File: config.mk
export PLATFORM = sky130hd
export DESIGN_NAME = tdm_demux4_rx
export DESIGN_NICKNAME = d
export VERILOG_FILES = /design/src/rtl/tdm_demux4_rx.sv
export SDC_FILE = /design/constraint.sdc
export NUM_CORES = 1
export LEC_CHECK = 0
export CELL_PAD_IN_SITES_DETAIL_PLACEMENT = 0
export CELL_PAD_IN_SITES_GLOBAL_PLACEMENT = 1
export CORE_MARGIN = 5
export CORE_UTILIZATION = 37
export DETAILED_ROUTE_END_ITERATION = 7
export GPL_TIMING_DRIVEN = 1
export PLACE_DENSITY_LB_ADDON = 0.1
export SLEW_MARGIN = 20
export SYNTH_ARGS = -nofsm -noshare
export SYNTH_HDL_FRONTEND = slang
export SYNTH_SLANG_ARGS = --single-unit
File: constraint.sdc
create_clock -name clk -period 2.4 [get_ports clk]
set_input_delay 0.48 -clock clk [delete_from_list [all_inputs] [get_ports clk]]
set_output_delay 0.48 -clock clk [all_outputs]
set_load 0.005 [all_outputs]
File: src/rtl/tdm_demux4_rx.sv
// tdm_demux4_rx: TDM receive demux, locks on frame sync and rebuilds the parallel word
//   clk, rst (async active-high), en (slot strobe), sync (slot-0 marker), serial_in (slot bit)
//   slot (next expected slot), word_out (last complete frame), word_valid / sync_err (1-cycle pulses), locked
module tdm_demux4_rx #(
   parameter int NCH   = 4,
   parameter int SEL_W = 2
) (
   input  logic             clk,
   input  logic             rst,
   input  logic             en,
   input  logic             sync,
   input  logic             serial_in,
   output logic [SEL_W-1:0] slot,
   output logic [NCH-1:0]   word_out,
   output logic             word_valid,
   output logic             sync_err,
   output logic             locked
);
   typedef enum logic {HUNT, LOCKED} state_t;
   localparam logic [SEL_W-1:0] LAST = SEL_W'(NCH - 1);
   localparam logic [SEL_W-1:0] ONE  = SEL_W'(1);
   state_t           state_q, state_d;
   logic [SEL_W-1:0] slot_q, slot_d;
   logic [NCH-1:0]   shadow_q, shadow_d, word_q, word_d;
   logic             valid_q, valid_d, err_q, err_d;
   always_comb begin
      state_d  = state_q;
      slot_d   = slot_q;
      shadow_d = shadow_q;
      word_d   = word_q;
      valid_d  = 1'b0;
      err_d    = 1'b0;
      if (en) begin
         if (state_q == HUNT) begin
            if (sync) begin
               shadow_d = {serial_in, {(NCH-1){1'b0}}};
               slot_d   = ONE;
               state_d  = LOCKED;
            end
         end else if (sync) begin
            // any sync restarts the frame; only an off-slot-0 one is an error
            shadow_d = {serial_in, {(NCH-1){1'b0}}};
            slot_d   = ONE;
            err_d    = slot_q != '0;
         end else if (slot_q == '0) begin
            err_d   = 1'b1;
            state_d = HUNT;
         end else begin
            shadow_d[LAST - slot_q] = serial_in;
            slot_d = slot_q + 1'b1;
            if (slot_q == LAST) begin
               word_d  = {shadow_q[NCH-1:1], serial_in};
               valid_d = 1'b1;
            end
         end
      end
   end
   always_ff @(posedge clk or posedge rst) begin
      if (rst) begin
         state_q  <= HUNT;
         slot_q   <= '0;
         shadow_q <= '0;
         word_q   <= '0;
         valid_q  <= 1'b0;
         err_q    <= 1'b0;
      end else begin
         state_q  <= state_d;
         slot_q   <= slot_d;
         shadow_q <= shadow_d;
         word_q   <= word_d;
         valid_q  <= valid_d;
         err_q    <= err_d;
      end
   end
   assign slot       = slot_q;
   assign word_out   = word_q;
   assign word_valid = valid_q;
   assign sync_err   = err_q;
   assign locked     = state_q == LOCKED;
endmodule

==> parameters.txt <==
Parameter                              Value

STA
  Final total negative setup slack    0 ns
  Number of setup violations in the final report    0
  Final Max Tran Viols    0
  Period Utilization, post-route    about four fifths
  Hold Violations, Final    0
  Worst setup skew after layout    roughly 0.0058 ns
  Setup repair after global routing missed its margin    false
  Max frequency    between 500 and 600 MHz
  Slew of the pin with the lowest slew margin    around 0.45 ns
  Minimum period implied by the final worst setup slack    1.887 ns
  Worst setup margin    just over 0.5 ns
  Relative max-transition margin    69.82%

Layout
  Area Overhead vs Synth    30.72%
  Final instance area    between 700 and 800 um^2
  Count of inserted antenna diode cells    0
  Number of fillers in the final layout    between 100 and 150
  Total Nets Final    77
  Sequential standard cell area    300.3 um^2
  Number of non-filler instances in the completed layout    slightly above 80
  Area of combinational cells with multiple inputs    287.8 um^2
  Fraction of final layout cells sized beyond drive strength 1    21.54%

Pwr
  Switching share of power    a little under a third
  Share of power burned in registers    around two fifths
  Worst supply voltage drop on vdd    558.8 uV
  Total internal power    approximately 550 uW
  Combinational group share of total power    about two fifths
  Power density over the cells    between 900 and 1000 nW/um^2
  Share of power burned in the clock network    20.0%
  Net Switching    roughly 240 uW
  Leakage power summed over all cells    around 0.38 nW

Clock tree
  Number of clock sinks    12
  Insertion delay to the later sink of the worst-skew pair    about 0.27 ns
  Library cell used as clock root buffer    sky130_fd_sc_hd__clkbuf_4
  Total clock buffers created by CTS    3
  Number of buffers inserted for hold repair after clock tree synthesis    0
  Post-cts gate resize count    0
  H-tree depth    1
  Buffer count from post-CTS setup fixing    0
  Register clock-pin slew on the reported worst setup and hold paths    about 0.08 ns
  Largest buffer count on any clock path    2
  Clock tree from TritonCTS    built

Die
  I/O pin count    14
  Overall die width    about 50 um
  Rows    14
  Initial cell density of the core    between 30% and 40%
  Die outline height    50.50 um
  Total Die Area    ~2500 um^2
  Core area    1524 um^2

Detailed routing
  Wirelength per Cell    about 14 um
  First-iteration detailed-routing DRC count    1
  Drt drc    0
  Mean number of vias per cell    ~5
  Via count    between 400 and 500
  First-pass DRT Iterations    2
  Number of nets still failing antenna checks after routing    0
  Final WL    ~1.1 mm

Place
  Pre-CTS setup slack    roughly 0.30 ns
  Count of placed standard cells including taps    77
  Post-DP Area    about 760 um^2
  Post-DP HPWL    852.4 um
  Final estimated routing congestion in global placement    between 0.7 and 0.8
  Count of port buffers added during placement    13

Status
  Result of the run    complete, no violations

Worst setup path
  Data arrival time of the critical path    roughly 2.1 ns
  Launching element type of the critical path    flop
  Crit. Startpoint    slot[0]$_DFFE_PP0P_
  Critical path endpoint category    flop
  Worst path required time    ~2.6 ns
  Peak fanout along the critical path    5
  Crit Reg-Reg Startpoint    slot[0]$_DFFE_PP0P_
  Critical Setup Path Class    reg -> reg

Logic synthesis
  #FFs+latches synth    12
  Net count of the mapped netlist    59
  Post-synthesis cell type count    20
  Cells after synthesis    48
  Mapped Area    about 610 um^2
  Mean Syn Cell Area    around 13 um^2
  Count of yosys warnings during synthesis    0
  Share of synthesized area occupied by flip-flops and latches    49.48%

Global routing
  GRT Resource Usage Total    about a tenth
  Total grt overflow    0
  Via count of the first global-routing pass    about 410
  Wire length of the first global-routing pass    ~1.8 mm
  Number of antenna violations at the first check in global routing    0
  Largest net degree at the start of global routing    13

Run
  Max capacitance violation total    0

Min path
  Classification of the worst-slack hold path    in -> async
[per-layer routing]
layer | GRT usage (%) | routed length [um] | vias to the layer above
li1 | - | - | 201
met1 | 11.88 | 524 | 193
met2 | 14.26 | 480 | 11
met3 | 6.213 | 99 | 0
met4 | 0 | 0 | 0
met5 | 0 | 0 | -
[synthesized netlist by cell type]
master	count	area share, %
sky130_fd_sc_hd__dfrtp_1	12	49
sky130_fd_sc_hd__ha_1	6	12
sky130_fd_sc_hd__nand2_1	5	3.1
sky130_fd_sc_hd__inv_1	4	2.5
sky130_fd_sc_hd__mux2_4	4	9.9
sky130_fd_sc_hd__a32o_1	3	4.9
sky130_fd_sc_hd__a21boi_0	1	1.2
sky130_fd_sc_hd__a21oi_1	1	0.82
sky130_fd_sc_hd__a22o_2	1	1.6
sky130_fd_sc_hd__and3_2	1	1.2
sky130_fd_sc_hd__and3b_2	1	1.6
sky130_fd_sc_hd__clkinv_1	1	0.62
sky130_fd_sc_hd__mux2_2	1	1.9
sky130_fd_sc_hd__nand2_2	1	1.0
sky130_fd_sc_hd__nor2b_1	1	1.0
sky130_fd_sc_hd__nor3b_1	1	1.2
sky130_fd_sc_hd__nor4b_1	1	1.4
sky130_fd_sc_hd__o21ai_0	1	0.82
sky130_fd_sc_hd__o21bai_1	1	1.2
sky130_fd_sc_hd__or3_4	1	1.9
[worst max-delay path: stages, from the launching register on]
cell	delay, ns
sky130_fd_sc_hd__dfrtp_1	0.42
sky130_fd_sc_hd__clkinv_1	0.19
sky130_fd_sc_hd__ha_1	0.26
sky130_fd_sc_hd__inv_1	0.06
sky130_fd_sc_hd__ha_1	0.13
sky130_fd_sc_hd__nand2_1	0.05
sky130_fd_sc_hd__or3_4	0.38
sky130_fd_sc_hd__mux2_4	0.31
[area by class of cell]
cell class / count / share of cell area (%)
inverter: 5 / 2.366
multi-input combinational: 31 / 36.28
sequential: 12 / 37.85
tap: 16 / 2.524
clock buffer: 4 / 4.574
timing repair buffer: 13 / 16.40
[sequential cells by signal, indices dropped and copies added, names as in the netlist]
name	cells
word_out	4
shadow_q	3
slot	2
locked	1
sync_err	1
word_valid	1
[cells in the final DEF (no fill, tap or decap), types with 3 or more instances in the layout]
cell / count
sky130_fd_sc_hd__clkdlybuf4s50_1: 13
sky130_fd_sc_hd__dfrtp_1: 12
sky130_fd_sc_hd__ha_1: 6
sky130_fd_sc_hd__nand2_1: 5
sky130_fd_sc_hd__mux2_4: 4
sky130_fd_sc_hd__inv_1: 4
sky130_fd_sc_hd__a32o_1: 3
sky130_fd_sc_hd__clkbuf_4: 3
[stage by stage]
step	hold WS (ns)	total power, mW	util (%)
final	0.5070	0.7895	52.05
after global routing	0.5340	0.8468	52.05
after CTS	0.5121	0.8011	52.05
after detailed placement	0.5017	0.6369	49.67
after global placement	0.4966	0.6436	49.67
after floorplan	0.3447	0.4841	-
[power groups by stage]
| stage | combinational [mW] | clock [mW] | sequential [mW] |
|---|---|---|---|
| detailed placement | 0.316 | 0 | 0.321 |
| floorplan | 0.169 | 0 | 0.316 |
| global route | 0.343 | 0.176 | 0.328 |
| global placement | 0.321 | 0 | 0.323 |
| finish | 0.315 | 0.158 | 0.317 |
| CTS | 0.319 | 0.165 | 0.317 |
[final timing paths]
kind | endpoint | slack [ns] | cells after the start
min | locked$_DFFE_PP0P_ | 0.51 | 2
min in group clk | word_out[2]$_DFFE_PP0P_ | 0.51 | 1
max in group asynchronous | shadow_q[2]$_DFFE_PP0P_ | 1.58 | 2
min reg2reg | word_out[2]$_DFFE_PP0P_ | 0.51 | 1
max reg2reg | word_out[3]$_DFFE_PP0P_ | 0.51 | 7
max | word_out[3]$_DFFE_PP0P_ | 0.51 | 7
[cells by family (layout without fill, tap and decap cells)]
logic type,count (synthesis),count (layout),synth area share [%]
flops,12,12,49.48
mux,5,5,11.75
simple gates,12,12,12.58
fa+ha+maj,6,6,12.37
compound gates,8,8,10.72
buf+inv,5,22,3.091
No activity file was read; power rests on OpenSTA's default activity.
